$ cat src/rtl/rv32_d_regfile_pkg.sv
// Shared constants and FSM state encoding for the multi-ported RV32 register file.
package rv32_d_regfile_pkg;

    localparam int DEF_XLEN  = 32;
    localparam int DEF_NREGS = 32;

    // INIT sweeps zeros into storage, RUN serves normal traffic.
    typedef enum logic {
        ST_INIT = 1'b0,
        ST_RUN  = 1'b1
    } rf_state_t;

endpackage

$ cat src/rtl/rv32_d_regfile_wr_arb.sv
// Same-cycle write lookup for one read port.
// Scans the write ports in ascending order so that the highest-numbered
// matching port wins. This mirrors the storage update order in the top.
module rv32_d_regfile_wr_arb #(
    parameter int XLEN   = 32,
    parameter int AW     = 5,
    parameter int NUM_WR = 2
) (
    input  logic [AW-1:0]                  read_address,
    input  logic [NUM_WR-1:0]              write_valid,
    input  logic [NUM_WR-1:0][AW-1:0]      write_address,
    input  logic [NUM_WR-1:0][XLEN-1:0]    write_data,
    output logic                           hit,
    output logic [XLEN-1:0]                data
);

    // Later ports overwrite earlier matches, which gives highest-port priority.
    always_comb begin
        hit  = 1'b0;
        data = '0;
        for (int p = 0; p < NUM_WR; p++) begin
            if (write_valid[p] && (write_address[p] == read_address)) begin
                hit  = 1'b1;
                data = write_data[p];
            end
        end
    end

endmodule

$ cat src/rtl/rv32_d_regfile_mp.sv
// Multi-ported RV32 register file (integer or FP flavour).
// Storage has no reset of its own. After reset or clear_i, an INIT sweep
// zeroes one entry per cycle, and reads return 0 until the sweep finishes.
module rv32_d_regfile_mp
    import rv32_d_regfile_pkg::*;
#(
    parameter int  XLEN     = DEF_XLEN,
    parameter int  NREGS    = DEF_NREGS,
    parameter int  NUM_RD   = 3,
    parameter int  NUM_WR   = 2,
    parameter int  ZERO_REG = 1,
    localparam int AW       = $clog2(NREGS)
) (
    input  logic                           clk_i,
    input  logic                           rst_i,
    input  logic                           clear_i,
    input  logic [NUM_WR-1:0]              write_enable_i,
    input  logic [NUM_WR-1:0][AW-1:0]      write_address_i,
    input  logic [NUM_WR-1:0][XLEN-1:0]    write_data_i,
    input  logic [NUM_RD-1:0][AW-1:0]      read_address_i,
    output logic [NUM_RD-1:0][XLEN-1:0]    read_data_o,
    output logic                           ready_o
);

    localparam logic [AW:0] CNT_LAST = (AW+1)'(NREGS - 1);

    rf_state_t         state_q, state_d;
    logic [AW:0]       cnt_q, cnt_d;
    logic              ready_q;
    logic [NUM_WR-1:0] write_accept;

    logic [XLEN-1:0]   mem [NREGS];

    // ---------------------------------------------------------------- FSM

    // State, sweep counter and ready flag. Reset returns to the start of the sweep.
    always_ff @(posedge clk_i or posedge rst_i) begin
        if (rst_i) begin
            state_q <= ST_INIT;
            cnt_q   <= '0;
            ready_q <= 1'b0;
        end else begin
            state_q <= state_d;
            cnt_q   <= cnt_d;
            ready_q <= (state_d == ST_RUN);
        end
    end

    // Next state: sweep NREGS entries, then run. clear_i restarts the sweep from either state.
    always_comb begin
        state_d = state_q;
        cnt_d   = cnt_q;
        unique case (state_q)
            ST_INIT: begin
                if (clear_i) begin
                    cnt_d = '0;
                end else if (cnt_q == CNT_LAST) begin
                    state_d = ST_RUN;
                    cnt_d   = '0;
                end else begin
                    cnt_d = cnt_q + 1'b1;
                end
            end
            ST_RUN: begin
                if (clear_i) begin
                    state_d = ST_INIT;
                    cnt_d   = '0;
                end
            end
            default: begin
                state_d = ST_INIT;
                cnt_d   = '0;
            end
        endcase
    end

    assign ready_o = ready_q;

    // ------------------------------------------------------------- writes

    // A write lands only in RUN, and not on a clear or reset edge.
    // With ZERO_REG set, writes to x0 are dropped.
    always_comb begin
        for (int p = 0; p < NUM_WR; p++) begin
            write_accept[p] = write_enable_i[p] && (state_q == ST_RUN) && !clear_i && !rst_i
                              && !((ZERO_REG != 0) && (write_address_i[p] == '0));
        end
    end

    // Storage update. The sweep writes zero in INIT.
    // In RUN, ports are applied in ascending order, so the highest port wins on a collision.
    always_ff @(posedge clk_i) begin
        if (state_q == ST_INIT) begin
            mem[cnt_q[AW-1:0]] <= '0;
        end else begin
            for (int p = 0; p < NUM_WR; p++) begin
                if (write_accept[p]) begin
                    mem[write_address_i[p]] <= write_data_i[p];
                end
            end
        end
    end

    // -------------------------------------------------------------- reads

    for (genvar r = 0; r < NUM_RD; r++) begin : g_rd
        logic            byp_hit;
        logic [XLEN-1:0] byp_data;
        logic [XLEN-1:0] rdata;

        rv32_d_regfile_wr_arb #(
            .XLEN   (XLEN),
            .AW     (AW),
            .NUM_WR (NUM_WR)
        ) u_arb (
            .read_address  (read_address_i[r]),
            .write_valid   (write_accept),
            .write_address (write_address_i),
            .write_data    (write_data_i),
            .hit           (byp_hit),
            .data          (byp_data)
        );

        // Read priority: INIT reads 0, then x0 (integer file) reads 0,
        // then a same-cycle write is forwarded, and otherwise the stored value is returned.
        always_comb begin
            rdata = '0;
            if (state_q != ST_RUN) begin
                rdata = '0;
            end else if ((ZERO_REG != 0) && (read_address_i[r] == '0)) begin
                rdata = '0;
            end else if (byp_hit) begin
                rdata = byp_data;
            end else begin
                rdata = mem[read_address_i[r]];
            end
        end

        assign read_data_o[r] = rdata;
    end

endmodule
$ cat config.mk
export PLATFORM = sky130hd
export DESIGN_NAME = rv32_d_regfile_mp
export DESIGN_NICKNAME = d
export VERILOG_FILES = /design/src/rtl/rv32_d_regfile_pkg.sv /design/src/rtl/rv32_d_regfile_wr_arb.sv /design/src/rtl/rv32_d_regfile_mp.sv
export SDC_FILE = /design/constraint.sdc
export NUM_CORES = 2
export LEC_CHECK = 0
export BUFFER_PORTS_ARGS = -buffer_cell sky130_fd_sc_hd__buf_2
export CAP_MARGIN = 20
export CORE_AREA = 2 2 417 419
export DETAILED_ROUTE_END_ITERATION = 16
export DIE_AREA = 0 0 419 421
export PLACE_DENSITY_LB_ADDON = 0.15
export SKIP_LAST_GASP = 1
export SYNTH_ARGS = -nofsm -noshare
export SYNTH_HDL_FRONTEND = slang
export SYNTH_SLANG_ARGS = --single-unit
$ cat constraint.sdc
create_clock -name clk_i -period 7.3 [get_ports clk_i]
set_input_delay 1.825 -clock clk_i [delete_from_list [all_inputs] [get_ports clk_i]]
set_output_delay 1.825 -clock clk_i [all_outputs]
set_load 0.03 [all_outputs]
# ---- Word level (Yosys, flattened, before mapping)
# Memories as Yosys holds them, arrays and structs flattened.
# Cells that the tools add are included.
# W data, S select, Z words.
dict set report op_classes {
  mux 39
  add_sub_neg 1
  n_reduce_logical 24
  n_bitwise 1
  eq_ne 8
}
# operator count
set ops {}
lappend ops {{$mux W32} 16}
lappend ops {{$reduce_or A32 Y1} 1}
lappend ops {{$eq A5 B5 Y1} 6}
lappend ops {{$logic_not A5 Y1} 5}
lappend ops {{$mux W6} 3}
lappend ops {{$mux W1} 17}
lappend ops {{$logic_and A1 B1 Y1} 14}
lappend ops {{$pmux W6 S2} 1}
lappend ops {{$add A6 B1 Y6 const B} 1}
lappend ops {{$eq A6 B5 Y1 const B} 1}
lappend ops {{$mux W5} 1}
lappend ops {{$logic_not A1 Y1} 4}
lappend ops {{$ne A2 B2 Y1 const B} 1}
lappend ops {{$pmux W1 S2} 1}
lappend ops {{$not A1 Y1} 1}
dict set report totals {
  elab_cells 76
  ram_bits 1024
  output_inout_bits 97
  in_bits 94
  regBits 7
  n_memories 1
}
# memory depth width rd rd_ports_with_merged_regs wr line_no
set memory_table {}
lappend memory_table {mem 32 32 3 0 2 rv32_d_regfile_mp.sv:32} ;# logic [XLEN-1:0] mem [NREGS];

# ---- Depth between registers and ports, before layout
dict set report depth {
  word_depth 10
  mapped_depth 11
  ltp_nobuf 6
}

# ---- Modules after synthesis
# A second synthesis with hierarchy kept.
dict set report unflattened {
  cells_unflattened 6097
  area_unflattened_um2 71579.9
}
# mod area_per_inst_um2 seq_area_each_um2 cells_per_inst instances
set modules_own_cells {}
lappend modules_own_cells {rv32_d_regfile_mp 68922.4 30924.7 5830 1}
lappend modules_own_cells {rv32_d_regfile_wr_arb 885.8 0.0 89 3}

# ---- Worst setup path before layout
# Ideal clock, no wire load.
dict set report synth_path {
  kind {in2out}
  from {input read_address_i[10] (netlist name)}
  to {output read_data_o[75] (netlist name)}
  required_time_ns 5.475
  path_stages 7
  path_buffers 3
  setup_slack_ns 1.287
  arrival_time_ns 4.188
  path_cell_list {clkbuf_1 clkbuf_1 buf_1 mux4_2 mux4_2 a22oi_1 o211ai_1}
}
# element line_no
set synth_rtl {}
lappend synth_rtl {{start: declaration} rv32_d_regfile_mp.sv:20} ;# input logic [NUM_RD-1:0][AW-1:0] read_address_i,
lappend synth_rtl {{end: declaration} rv32_d_regfile_mp.sv:21} ;# output logic [NUM_RD-1:0][XLEN-1:0] read_data_o,

==> out/results.md <==
| Result | This run |
|---|---|
| Status | finished, final reports clean |
| Accumulated negative setup slack | 0 ns |
| # Max-Cap Violations | 0 |
| Number of cells on the worst hold path | 2 |
| PD cells | 183 nW/um^2 |
| Category of the worst setup path capture point | primary output |
| Number of setup buffers added after CTS | 0 |
| Syn Nets | 5810 |
| Synthesis-to-layout area growth | 13.0% |
| Buffers added on ports | 190 |
| Most frequent cells after synthesis | nand2_1, o21ai_0, edfxtp_1 |
| Vias in the first global route | 52100 |
| Distinct cells, synth | 50 |
| Overall global routing resource usage | 0.345 |
| DRC Markers | 0 |
| Setup slack of the critical path after layout | 0.331 ns |
| Critical path origin | write_address_i[5] |
| IO Pins | 191 |
| Worst IR Drop VDD | 0.225 mV |
| Maximum level of the CTS H-tree | 3 |
| Hpwl dp | 185000 um |
| Initial antenna violation count | 12 |
| Crit path max fanout | 19 |
| Effective utilization at floorplan | 0.396 |
| Total global routing overflow | 0 |
| CTS Hold Bufs | 0 |
| Number of violations reported at the end of detailed-routing iteration 0 | 9019 |
| P_int | 10500 uW |
| Share of the core filled with cells in the final layout | 0.447 |
| Worst hold-check path type | reg2reg |
| Syn Inst Count | 5715 |
| Setup repair after global routing missed its margin | no |
| Clk buf depth | 3 |
| Vias per std cell | 6.87 |
| Worst Hold Launch | cnt_q[5] |
| Sw frac | 0.258 |
| #FFs+latches synth | 1031 |
| CTS tree | done |
| Type of the worst setup path | in2out |
| Number of cells on the worst reg-to-reg path | 8 |
| CTS sink cnt | 1031 |
| Worst slack after detailed placement | 0.489 ns |
| Cell Count Post-Placement | 7742 |
| Crit share post-route | 0.955 |
| Setup crit start kind | primary input |
| Fraction of the yosys area taken by sequential cells | 0.453 |
| Area of the die | 176000 um^2 |
| Final setup violation count | 0 |
| Routed wire length | 307000 um |
| Core area | 172000 um^2 |
| Count of cells resized by post-cts repair | 0 |
| Worst Max-Slew Pin Slew | 1.18 ns |
| Skew-Pair Late Insertion Delay | 0.76 ns |
| Largest clock skew in the final design | 0.0220 ns |
| Post-synth design cell area | 68300 um^2 |
| Fraction of synthesized cell area taken by the top area cell type | 0.450 |
| Largest net degree at the start of global routing | 69 |
| Leak pwr | 0.0269 uW |
| Startpoint of the worst-slack reg-to-reg timing path | ready_o |
| Cell with the most instances after synthesis | nand2_1 |
| Fraction of final layout cells sized beyond drive strength 1 | 0.261 |
| Top post-synthesis cells by area | edfxtp_1, mux4_2, o21ai_0 |
| Clock transition at the registers of the reported paths | 0.06 ns |
| Terminating pin of the worst hold path | cnt_q[5] |
| Signal arrival time at the worst endpoint | 5.14 ns |
| Post-synth top area cell | edfxtp_1 |
| Pre-antenna DRT Iters | 8 |
| Worst slew margin relative to its limit | 0.212 |
| Die Ht | 421 um |
| Worst reg-to-reg setup slack | 2.36 ns |
| Wire length of the first global-routing pass | 426000 um |
| Detailed-route via count | 54800 |
| Yosys synthesis warning count | 0 |
| Die width | 419 um |
| Flop pwr share | 0.460 |
| Switching power | 3660 uW |
| CTS root buf | clkbuf_16 |
| Non-filler instance count after layout | 7970 |
| Post-synth ARST share | 0.00679 |
| Hold slack final | 0.587 ns |
| Min Clock Period, post-route | 6.97 ns |
| Capturing point of the worst reg2reg path | mem[23][14] |
| Clock Power Share | 0.438 |
| FP Rows | 153 |
| Final weighted congestion in routability-driven placement | 0.922 |
| Mean instance size in the synthesized netlist | 11.9 um^2 |
| Maximum clock frequency | 0.144 GHz |
| Hold violation total from the final report | 0 |
| Combinational Power Share | 0.101 |
| Slew Viols, Final | 0 |
| Remaining antenna violation count | 0 |
| Dominant synthesized flop cell | edfxtp_1 |
| Clock buffers created by TritonCTS | 118 |
| CP required | 5.48 ns |
| Number of nets in the layout | 5642 |
| Number of flops mapped to enable cells by yosys | 1024 |
| Mean routed wirelength per cell | 38.5 um |
[kinds of logic after synthesis]
kind of cell / synth area share
AO/OA/AOI/OAI: 0.129
XOR/XNOR: 0.00410
adder cells (fa/ha/maj): 0.000183
buffers and inverters: 0.0468
flip-flops: 0.453
multiplexers: 0.294
AND/OR/NAND/NOR: 0.0734
[power by group through the flow]
stage,clock (uW),combinational (uW),sequential (uW)
2_1_floorplan,0,817,6630
3_3_place_gp,0,1400,6640
3_5_place_dp,0,1390,6640
4_1_cts,6240,1400,6520
5_1_grt,6440,1460,6520
6_report,6210,1430,6520
[routing by layer]
metal  up-vias  global-route usage  share of wire
met5         -                   0        0.00031
met4        14               0.229          0.082
met2      4105               0.521           0.44
li1      22000                   -              -
met3      1093              0.0824           0.12
met1     27600               0.442           0.36
[placed cells by master (no fill, tap or decap), types with 8 or more instances in the layout]
cell / count
a21boi_0: 23
a221o_1: 31
a221oi_1: 124
a222oi_1: 25
a22oi_1: 102
buf_12: 77
buf_16: 11
buf_2: 178
buf_4: 162
buf_8: 10
bufinv_16: 15
clkbuf_1: 17
clkbuf_16: 120
clkinv_1: 26
clkinv_2: 21
edfxtp_1: 1024
inv_1: 96
mux2i_1: 268
mux4_2: 771
nand2_1: 1056
nand3_1: 17
nor2_1: 133
nor2_4: 36
nor2b_1: 8
o211ai_1: 14
o21a_1: 31
o21ai_0: 1052
o22ai_1: 53
o22ai_4: 31
xnor2_1: 16
xor2_1: 16
[per-stage QoR]
| step | instance area (um^2) | power, uW |
|---|---|---|
| after floorplan | 68300 | 7450 |
| after global placement | 72800 | 8040 |
| after detailed placement | 73100 | 8040 |
| after CTS | 76900 | 14200 |
| after global routing | 77200 | 14400 |
| final | 77200 | 14200 |
[registers in the layout, summed over array words and instances (netlist names)]
register	flops
ready_o	1
cnt_q	6
mem	1024
[worst max-delay path: stages]
cell and delay, ns:
buf_2 0.16, or2_1 0.29, o41ai_4 0.50, nor4_4 0.11
or4b_2 0.91, buf_12 0.27, o22ai_1 0.59, a221o_1 0.22
buf_2 0.21
[final cells by class]
cell class	instances	area [um^2]
Timing Repair Buffer	443	4160
Multi-Input combinational cell	3856	34900
Inverter	97	367
Clock inverter	80	821
Clock buffer	137	3070
Antenna cell	1	2.50
Fill cell	15300	95300
Tap cell	2325	2910
Sequential cell	1031	30900
[worst max-delay path by stage]
stage	slack (ns)	end
floorplan	1.29	read_data_o[75]
global placement	0.24	read_data_o[11]
detailed placement	0.49	read_data_o[11]
CTS	0.46	read_data_o[11]
global route	0.40	read_data_o[47]
finish	0.33	read_data_o[11]
No activity file was read; power rests on OpenSTA's default activity.
